==> config.mk <==
export PLATFORM = sky130hd
export DESIGN_NAME = lcd_state_writer
export DESIGN_NICKNAME = d
export VERILOG_FILES = /design/src/rtl/lcd_pkg.sv /design/src/rtl/lcd_byte_writer.sv /design/src/rtl/lcd_state_writer.sv
export SDC_FILE = /design/constraint.sdc
export NUM_CORES = 1
export LEC_CHECK = 0
export CAP_MARGIN = 20
export CORE_MARGIN = 2
export CORE_UTILIZATION = 40
export CTS_CLUSTER_DIAMETER = 120
export CTS_CLUSTER_SIZE = 30
export DETAILED_ROUTE_END_ITERATION = 12
export PLACE_DENSITY = 0.67
export SYNTH_ARGS = -nofsm -noshare
export SYNTH_HDL_FRONTEND = slang
export SYNTH_SLANG_ARGS = --single-unit
==> constraint.sdc <==
create_clock -name clk -period 4.5 [get_ports clk]
set_input_delay 0.45 -clock clk [delete_from_list [all_inputs] [get_ports clk]]
set_output_delay 0.45 -clock clk [all_outputs]
set_load 0.02 [all_outputs]
==> src/rtl/lcd_pkg.sv <==
// lcd_pkg: HD44780 commands, pet state codes, FSM state types and text ROM helpers
package lcd_pkg;

   localparam logic [7:0] CMD_FUNC  = 8'h38;
   localparam logic [7:0] CMD_DISP  = 8'h0C;
   localparam logic [7:0] CMD_CLR   = 8'h01;
   localparam logic [7:0] CMD_ENTRY = 8'h06;
   localparam logic [7:0] CMD_LINE1 = 8'h80;
   localparam logic [7:0] CMD_LINE2 = 8'hC0;

   localparam logic [2:0] ST_NORMAL     = 3'd0;
   localparam logic [2:0] ST_HAMBRIENTO = 3'd1;
   localparam logic [2:0] ST_ENFERMO    = 3'd2;
   localparam logic [2:0] ST_DORMIDO    = 3'd3;
   localparam logic [2:0] ST_JUGANDO    = 3'd4;
   localparam logic [2:0] ST_FELIZ      = 3'd5;
   localparam logic [2:0] ST_TEST       = 3'd6;
   localparam logic [2:0] ST_MUERTO     = 3'd7;

   localparam logic [2:0] BAR_LEN  = 3'd5;
   localparam logic [7:0] CH_SPACE = 8'h20;
   localparam logic [7:0] CH_BLOCK = 8'hFF;

   typedef enum logic [1:0] {W_IDLE, W_SETUP, W_PULSE, W_HOLD} wr_state_t;
   typedef enum logic [2:0] {PWRUP, INIT, IDLE, ADDR1, LINE1, ADDR2, LINE2} lcd_state_t;

   function automatic logic [7:0] init_cmd(input logic [1:0] i);
      return i == 2'd0 ? CMD_FUNC : i == 2'd1 ? CMD_DISP : i == 2'd2 ? CMD_CLR : CMD_ENTRY;
   endfunction

   function automatic logic [7:0] line1_char(input logic [2:0] code, input logic [3:0] idx);
      logic [127:0] t;
      case (code)
         ST_NORMAL:     t = {"NORMAL",     {10{CH_SPACE}}};
         ST_HAMBRIENTO: t = {"HAMBRIENTO", {6{CH_SPACE}}};
         ST_ENFERMO:    t = {"ENFERMO",    {9{CH_SPACE}}};
         ST_DORMIDO:    t = {"DORMIDO",    {9{CH_SPACE}}};
         ST_JUGANDO:    t = {"JUGANDO",    {9{CH_SPACE}}};
         ST_FELIZ:      t = {"FELIZ",      {11{CH_SPACE}}};
         ST_TEST:       t = {"TEST",       {12{CH_SPACE}}};
         default:       t = {"MUERTO",     {10{CH_SPACE}}};
      endcase
      t = t << {idx, 3'b000};
      return t[127:120];
   endfunction

   function automatic logic [7:0] bar_char(input logic [2:0] level, input logic [2:0] pos);
      logic [2:0] lim;
      lim = (level > BAR_LEN) ? BAR_LEN : level;
      return (pos < lim) ? CH_BLOCK : CH_SPACE;
   endfunction

   // Line 2 layout: "H:" bar(h) " A:" bar(a) " "
   function automatic logic [7:0] line2_char(input logic [2:0] h, input logic [2:0] a, input logic [3:0] idx);
      return idx == 4'd0 ? 8'h48 :
             idx == 4'd1 ? 8'h3A :
             idx <  4'd7 ? bar_char(h, 3'(idx - 4'd2)) :
             idx == 4'd7 ? CH_SPACE :
             idx == 4'd8 ? 8'h41 :
             idx == 4'd9 ? 8'h3A :
             idx < 4'd15 ? bar_char(a, 3'(idx - 4'd10)) : CH_SPACE;
   endfunction

endpackage

==> src/rtl/lcd_byte_writer.sv <==
// lcd_byte_writer: one HD44780 byte transfer as SETUP / PULSE / HOLD with start/done handshake
module lcd_byte_writer
   import lcd_pkg::*;
#(
   parameter int EN_CYC  = 25,
   parameter int CMD_CYC = 2500,
   parameter int CLR_CYC = 100000
) (
   input  logic       clk,
   input  logic       rst,
   input  logic       start,
   input  logic       rs_in,
   input  logic [7:0] data_in,
   output logic       rs,
   output logic [7:0] data,
   output logic       enable,
   output logic       done
);

   localparam int MAXW = (CLR_CYC > CMD_CYC ? CLR_CYC : CMD_CYC) > EN_CYC ?
                         (CLR_CYC > CMD_CYC ? CLR_CYC : CMD_CYC) : EN_CYC;
   localparam int CW = $clog2(MAXW) + 1;

   wr_state_t     state, state_n;
   logic [CW-1:0] cnt, cnt_n, hold_last;

   assign hold_last = (!rs && data == CMD_CLR) ? CW'(CLR_CYC - 1) : CW'(CMD_CYC - 1);
   assign enable    = (state == W_PULSE);

   // Phase register; rs/data latch only on start so they stay put for the whole transfer
   always_ff @(posedge clk or posedge rst) begin
      if (rst) begin
         state <= W_IDLE;
         cnt   <= '0;
         rs    <= 1'b0;
         data  <= 8'h00;
      end else begin
         state <= state_n;
         cnt   <= cnt_n;
         if (start) begin
            rs   <= rs_in;
            data <= data_in;
         end
      end
   end

   // Phase sequencing; done marks the last HOLD cycle so a new start chains with no gap
   always_comb begin
      state_n = state;
      cnt_n   = '0;
      done    = 1'b0;
      case (state)
         W_IDLE:  state_n = start ? W_SETUP : W_IDLE;
         W_SETUP: state_n = W_PULSE;
         W_PULSE: begin
            state_n = (cnt == CW'(EN_CYC - 1)) ? W_HOLD : W_PULSE;
            cnt_n   = (cnt == CW'(EN_CYC - 1)) ? '0 : cnt + 1'b1;
         end
         default: begin
            done    = (cnt == hold_last);
            state_n = !done ? W_HOLD : start ? W_SETUP : W_IDLE;
            cnt_n   = done ? '0 : cnt + 1'b1;
         end
      endcase
   end

endmodule

==> src/rtl/lcd_state_writer.sv <==
// lcd_state_writer: power-up/init of an HD44780 and refresh of the pet status text.
// Build macro LCD_LINE2_EN adds line 2 (health/food bars) to every refresh.
module lcd_state_writer
   import lcd_pkg::*;
#(
   parameter int EN_CYC    = 25,
   parameter int CMD_CYC   = 2500,
   parameter int CLR_CYC   = 100000,
   parameter int PWRUP_CYC = 1000000
) (
   input  logic       clk,
   input  logic       rst,
   input  logic [2:0] state_code,
   input  logic [2:0] level_h,
   input  logic [2:0] level_a,
   input  logic       upd_req,
   output logic       rs,
   output logic       rw,
   output logic [7:0] data,
   output logic       enable,
   output logic       busy
);

   localparam int PW = $clog2(PWRUP_CYC) + 1;

   lcd_state_t    state, state_n;
   logic [PW-1:0] cnt, cnt_n;
   logic [3:0]    idx, idx_n;
   logic          pend, pend_n, take, changed, refreshing;
   logic [2:0]    snap_s, snap_h, snap_a;
   logic          start, done, b_rs;
   logic [7:0]    b_data;

   assign rw         = 1'b0;
   assign busy       = (state != IDLE);
   assign refreshing = state inside {ADDR1, LINE1, ADDR2, LINE2};

`ifdef LCD_LINE2_EN
   assign changed = {state_code, level_h, level_a} != {snap_s, snap_h, snap_a};
`else
   assign changed = state_code != snap_s;
`endif

   lcd_byte_writer #(
      .EN_CYC (EN_CYC),
      .CMD_CYC(CMD_CYC),
      .CLR_CYC(CLR_CYC)
   ) u_wr (
      .clk    (clk),
      .rst    (rst),
      .start  (start),
      .rs_in  (b_rs),
      .data_in(b_data),
      .rs     (rs),
      .data   (data),
      .enable (enable),
      .done   (done)
   );

   // Sequencer state, power-up counter, byte index, pending flag and displayed snapshot
   always_ff @(posedge clk or posedge rst) begin
      if (rst) begin
         state  <= PWRUP;
         cnt    <= '0;
         idx    <= '0;
         pend   <= 1'b0;
         snap_s <= '0;
         snap_h <= '0;
         snap_a <= '0;
      end else begin
         state <= state_n;
         cnt   <= cnt_n;
         idx   <= idx_n;
         pend  <= pend_n;
         if (take) begin
            snap_s <= state_code;
            snap_h <= level_h;
            snap_a <= level_a;
         end
      end
   end

   // Next byte selection: each byte is issued in the cycle the previous one reports done
   always_comb begin
      state_n = state;
      cnt_n   = cnt;
      idx_n   = idx;
      pend_n  = pend;
      take    = 1'b0;
      start   = 1'b0;
      b_rs    = 1'b0;
      b_data  = 8'h00;
      case (state)
         PWRUP: begin
            if (cnt == PW'(PWRUP_CYC - 1)) begin
               start   = 1'b1;
               b_data  = CMD_FUNC;
               state_n = INIT;
               idx_n   = '0;
               cnt_n   = '0;
            end else begin
               cnt_n = cnt + 1'b1;
            end
         end
         INIT: begin
            if (done && idx == 4'd3) begin
               state_n = IDLE;
               pend_n  = 1'b1;
            end else if (done) begin
               idx_n  = idx + 4'd1;
               start  = 1'b1;
               b_data = init_cmd(idx[1:0] + 2'd1);
            end
         end
         IDLE: begin
            if (pend || upd_req || changed) begin
               start   = 1'b1;
               b_data  = CMD_LINE1;
               state_n = ADDR1;
               pend_n  = 1'b0;
               take    = 1'b1;
            end
         end
         ADDR1: begin
            if (done) begin
               start   = 1'b1;
               b_rs    = 1'b1;
               b_data  = line1_char(snap_s, 4'd0);
               idx_n   = '0;
               state_n = LINE1;
            end
         end
         LINE1: begin
            if (done && idx == 4'd15) begin
`ifdef LCD_LINE2_EN
               start   = 1'b1;
               b_data  = CMD_LINE2;
               state_n = ADDR2;
`else
               state_n = IDLE;
`endif
            end else if (done) begin
               idx_n  = idx + 4'd1;
               start  = 1'b1;
               b_rs   = 1'b1;
               b_data = line1_char(snap_s, idx + 4'd1);
            end
         end
         ADDR2: begin
            if (done) begin
               start   = 1'b1;
               b_rs    = 1'b1;
               b_data  = line2_char(snap_h, snap_a, 4'd0);
               idx_n   = '0;
               state_n = LINE2;
            end
         end
         LINE2: begin
            if (done && idx == 4'd15) begin
               state_n = IDLE;
            end else if (done) begin
               idx_n  = idx + 4'd1;
               start  = 1'b1;
               b_rs   = 1'b1;
               b_data = line2_char(snap_h, snap_a, idx + 4'd1);
            end
         end
         default: state_n = PWRUP;
      endcase
      if (refreshing && (upd_req || changed)) pend_n = 1'b1;
   end

endmodule

==> results of run 1 <==
[per-layer routing]
layer | vias up | share of wire | global-route usage | routed length [um]
met1 | 2001 | 0.45 | 0.270 | 5200
li1 | 1980 | - | - | -
met4 | 0 | 0.013 | 0.0428 | 148
met2 | 160 | 0.47 | 0.302 | 5320
met3 | 17 | 0.068 | 0.0495 | 772
met5 | - | 0 | 0 | 0
[sequential cells by signal, indices dropped and copies added (netlist names)]
register	count
idx	4
u_wr.state	2
u_wr.cnt	18
u_wr.rs	1
state	3
snap_s	3
snap_h	3
pend	1
u_wr.data	8
snap_a	3
cnt	21
[final cells by class]
class	instances	area [um2]
Multi-Input combinational cell	438	2720
Timing Repair Buffer	29	277
Fill cell	1117	6130
Clock buffer	10	239
Sequential cell	67	1680
Tap cell	143	179
Inverter	17	63.8
Clock inverter	6	88.8
[cells in the final DEF, fill, tap and decap left out, types with 4 or more instances in the layout]
cell	count
and2_1	6
inv_1	16
nand4_1	11
clkbuf_16	9
o21a_1	5
nand2b_1	9
xor2_1	24
and3_1	8
nor2_1	64
buf_4	6
xnor2_1	21
nor2b_1	9
nand3_1	25
dfrtp_1	67
ha_1	16
o21ai_0	33
or4_1	4
a31oi_1	5
or3_1	4
clkdlybuf4s50_1	22
nor3_1	17
nand2_1	57
nor3b_1	5
a21oi_1	34
nor4_1	5
a211oi_1	5
mux2_2	7
o22ai_1	5
[worst paths after layout]
check	end	depth (start not counted)	slack (ns)	from
hold reg to reg	cnt[20]	1	0.50	cnt[20]
setup / recovery	u_wr.data[1]	9	1.17	idx[0]
hold / removal	u_wr.cnt[17]	2	0.48	rst
min in group clk	cnt[20]	1	0.50	cnt[20]
setup reg to reg	u_wr.data[1]	9	1.17	idx[0]
max in group asynchronous	cnt[11]	3	3.08	rst
[metrics by stage]
| step | setup slack, ns | hold slack (ns) | total power [mW] |
|---|---|---|---|
| 2_1_floorplan | 1.50 | 0.443 | 0.625 |
| 3_3_place_gp | 1.29 | 0.464 | 0.639 |
| 3_5_place_dp | 1.21 | 0.489 | 0.639 |
| 4_1_cts | 1.21 | 0.500 | 1.41 |
| 5_1_grt | 0.888 | 0.502 | 1.44 |
| 6_report | 1.17 | 0.483 | 1.40 |
[cells by family (layout without fill, tap and decap cells)]
family,count (synthesis),in the layout,synth area share
compound gates,124,124,0.168
fa+ha+maj,16,16,0.0432
mux,11,11,0.0305
other cells,1,1,0.000809
buf+inv,48,62,0.0515
xor+xnor,45,45,0.0850
flops,67,67,0.362
simple gates,241,241,0.259
[critical path, stage by stage (launching register included)]
cell and delay [ns]:
dfrtp_1 0.35, buf_4 0.32, ha_1 0.50, xor2_1 0.39, or4_1 0.60, o21a_1 0.19
nor3_1 0.33, o211ai_1 0.21, a21oi_1 0.22, a221o_1 0.16
[where the power goes]
group / leakage (nW) / switching [mW] / internal [mW]
Sequential: 0.890 / 0 / 0.603
Combinational: 1.14 / 0.0146 / 0.00965
Clock: 0.155 / 0.271 / 0.500
==> results.toml, run 1 <==
[logic_synthesis]
synthArstFlopShare = 1.00
synthFlopType = "dfrtp_1"
synthMostInstantiatedCell = "dfrtp_1"
postSynthAreaPerCell_um2 = 8.38
syn_inst = 553
yosysWarnings = 0
netlist_area_um2 = 4640
synth_commonest_cells = "dfrtp_1 (67), nor2_1 (64), nand2_1 (57), a21oi_1 (34), o21ai_0 (33)"
synth_top_area_cell = "dfrtp_1"
yosysTopAreaCellShare = 0.362
synth.yosys.seq_area_share = 0.362
synth_edf_count = 0
ys_seq_elements = 67
synth_area_leaders = "dfrtp_1 (36%), nor2_1 (5.2%), nand2_1 (4.6%), xor2_1 (4.5%), ha_1 (4.3%)"
synth_cell_types = 70
syn_nets = 581

[worst_setup_path]
required_ns = 4.77
crit_path_max_fanout = 33
arrival_ns = 3.61
end_kind = "flip-flop"
start_kind = "flip-flop"
crit_type = "flip-flop to flip-flop"

[clock_network]
clock-sinks = 67
cts_resized = 0
tritoncts = "done"
cts_setup_buffers = 0
h-tree-depth = 3
path_clk_slew_ns = 0.06
cts-buffers-inserted = 9
clk_latency_ns = 0.34
hold_buffers = 0
cts_buffer_depth = 2
cts_root_buf = "clkbuf_16"

[min_path]
hp-class = "input pin to async pin"

[final_layout]
insertedDiodeCount = 0
nets = 590
drive_gt1_frac = 0.0741
instances_no_fill = 710
areaGrowthSynthToFinish_pct = 13.1
final_area_um2 = 5240
postLayoutCoreUtil = 0.461

[timing]
period_needed_ns = 3.33
worstMarginPinSlew_ns = 0.926
hold_viol_final = 0
rsz0062_at_grt = "false"
timing.final.crit_share = 0.741
skew_ns = 0.00668
fmax_mhz = 300
relSlewSlack = 0.381
slew_viol_final = 0
finalSetupViolCount = 0
fin_setup_tns_ns = 0

[route]
first_pass_iters = 5
vias = 4158
drc = 0
wirelength_um = 11400
wl_per_cell_um = 16.1
drtIter0Drc = 405
via_per_inst = 5.86
ant_nets = 0

[die]
io_pins = 24
die_h_um = 112
start_util = 0.408
dieArea_um2 = 12500
placementRows = 39
coreArea_um2 = 11400
die_w_um = 112

[placed_design]
io_buffers = 22
place_congestion = 0.954
placed_area_um2 = 4920
dpl.cell_count = 694
hpwl_um = 8000

[power_and_ir_drop]
power_density_nw_per_um2 = 267
p_leak_nw = 2.18
peakVddDrop_mv = 0.254

[run_status]
status = "completed"

[global_route]
antenna_found_initial = 0
grt_use_total = 0.193
grt_pass1_vias = 4007
grt_max_degree = 41
grt_pass1_wl_um = 19800
grt_overflow = 0

[run]
maxCapViolations = 0
Power figures use the tool's default switching activity.
==> run 2: changes to the inputs <==
--- a/config.mk
+++ b/config.mk
@@ -11,7 +11,7 @@
 export CTS_CLUSTER_DIAMETER = 120
 export CTS_CLUSTER_SIZE = 30
 export DETAILED_ROUTE_END_ITERATION = 12
-export PLACE_DENSITY = 0.67
+export PLACE_DENSITY = 0.69
 export SYNTH_ARGS = -nofsm -noshare
 export SYNTH_HDL_FRONTEND = slang
 export SYNTH_SLANG_ARGS = --single-unit
==> constraint.sdc (replaced) <==
create_clock -name clk -period 3 [get_ports clk]
set_input_delay 0.3 -clock clk [delete_from_list [all_inputs] [get_ports clk]]
set_output_delay 0.3 -clock clk [all_outputs]
set_load 0.02 [all_outputs]
==> run 2 against run 1 <==
  * Flip-flop and latch count unchanged
  * Routed wire length up 3.0%
  * Sequential share of layout area decreased by 1.0 points
  * Design area rose by 3.2%
  * Total power is 52% higher
  * Register-to-register slack lost 1.1 ns
  * Combinational power increased by 61%
  * Die area stayed put
  * Worst setup slack worse by 1.1 ns
  * Highest routed layer unchanged
  * Maximum frequency up 15%
  * Largest cell class unchanged
  * Critical path depth decreased by 1
==> results.toml, run 2 (synthesis results as in run 1) <==
[timing]
rsz0062_at_grt = "false"
relSlewSlack = 0.520
holdWs_ns = 0.408
worstMarginPinSlew_ns = 0.719
finalSetupViolCount = 0
timing.final.crit_share = 0.970
fmax_mhz = 344
slew_viol_final = 0
period_needed_ns = 2.91
worst_slack_ns = 0.0913
hold_viol_final = 0
fin_setup_tns_ns = 0
skew_ns = 0.00573

[global_route]
grt_pass1_vias = 4025
antenna_found_initial = 0
grt_overflow = 0
grt_use_total = 0.198
grt_max_degree = 35
grt_pass1_wl_um = 20300

[min_path]
hp-class = "input pin to async pin"

[run]
maxCapViolations = 0

[clock_network]
cts_root_buf = "clkbuf_16"
cts-buffers-inserted = 9
path_clk_slew_ns = 0.06
clock-sinks = 67
cts_buffer_depth = 2
cts_setup_buffers = 0
cts_resized = 0
hold_buffers = 0
tritoncts = "done"
clk_latency_ns = 0.34
h-tree-depth = 3

[die]
coreArea_um2 = 11400
die_w_um = 112
start_util = 0.408
dieArea_um2 = 12500
placementRows = 39
io_pins = 24
die_h_um = 112

[final_layout]
final_area_um2 = 5410
insertedDiodeCount = 0
areaGrowthSynthToFinish_pct = 16.8
top_register = "cnt"
nets = 610
reg_top3 = "cnt: 21 flops, u_wr.cnt: 18 flops, u_wr.data: 8 flops"
final_common_cell = "dfrtp_1"
drive_gt1_frac = 0.107
layout_common_cells = "dfrtp_1 (67), nor2_1 (64), nand2_1 (57)"
largest_register_ffs = 21
postLayoutCoreUtil = 0.476
fillCellCount = 1074
instances_no_fill = 730

[placed_design]
placed_area_um2 = 5070
hpwl_um = 8320
io_buffers = 22
dpl.cell_count = 714
dp_slack_ns = 0.171
place_congestion = 0.989

[route]
wl_per_cell_um = 16.1
drtIter0Drc = 466
ant_nets = 0
via_per_inst = 5.83
vias = 4253
wirelength_um = 11800
drc = 0
first_pass_iters = 5

[power_and_ir_drop]
power_density_nw_per_um2 = 392
p_leak_nw = 2.28
p_total_mw = 2.12
peakVddDrop_mv = 0.355

[worst_setup_path]
crit_path_max_fanout = 15
required_ns = 3.28
end_kind = "flip-flop"
start_kind = "flip-flop"
arrival_ns = 3.19
crit_type = "flip-flop to flip-flop"

[run_status]
status = "completed"
-- run 2: changes by cell type in the layout (fill, tap and decap cells not counted), sizes merged --
| cell | before | now |
|---|---|---|
| inv | 17 | 18 |
| clkbuf | 10 | 11 |
| buf | 7 | 27 |
| clkinv | 2 | 0 |
-- run 2: worst max-delay path: stages (launching register included) --
cell,delay (ns)
dfrtp_1,0.44
or4_1,0.60
or4_4,0.52
mux2i_4,0.20
nand2_1,0.10
buf_4,0.22
a2111oi_0,0.51
a21oi_1,0.07
or3b_1,0.18
-- run 2: worst paths after layout --
path | start | end | slack (ns) | depth (start not counted)
setup / recovery | u_wr.cnt[9] | u_wr.data[5] | 0.09 | 8
hold / removal | rst | u_wr.cnt[12] | 0.41 | 2
setup reg to reg | u_wr.cnt[9] | u_wr.data[5] | 0.09 | 8
hold reg to reg | cnt[20] | cnt[20] | 0.47 | 1
max in group asynchronous | rst | snap_s[2] | 1.96 | 3
min in group clk | cnt[20] | cnt[20] | 0.47 | 1
-- run 2: routing by layer --
metal	part of all wire	up-vias	global-route usage
met5	0	-	0
met4	0.016	0	0.0551
met3	0.061	20	0.0468
met2	0.46	163	0.308
met1	0.46	2054	0.277
li1	-	2016	-
-- run 2: report_power, final --
| group | total [mW] | internal [mW] | switching [mW] |
|---|---|---|---|
| clock network | 1.18 | 0.775 | 0.404 |
| logic | 0.0391 | 0.0163 | 0.0227 |
| registers | 0.904 | 0.904 | 0 |
-- run 2: final cells by class --
| class | count | area [um2] | share of cell area |
|---|---|---|---|
| Timing Repair Buffer | 49 | 435 | 0.0804 |
| Sequential cell | 67 | 1680 | 0.310 |
| Inverter | 17 | 63.8 | 0.0118 |
| Clock buffer | 11 | 253 | 0.0467 |
| Multi-Input combinational cell | 438 | 2720 | 0.503 |
| Tap cell | 143 | 179 | 0.0330 |
| Clock inverter | 5 | 83.8 | 0.0155 |
==> run 3: changes to the inputs <==
--- a/config.mk
+++ b/config.mk
@@ -11,6 +11,7 @@
 export CTS_CLUSTER_DIAMETER = 120
 export CTS_CLUSTER_SIZE = 30
 export DETAILED_ROUTE_END_ITERATION = 12
+export GPL_TIMING_DRIVEN = 1
 export PLACE_DENSITY = 0.69
 export SYNTH_ARGS = -nofsm -noshare
 export SYNTH_HDL_FRONTEND = slang
==> results of run 3 <==
Final layout, timing and power as in run 2 (identical DEF).
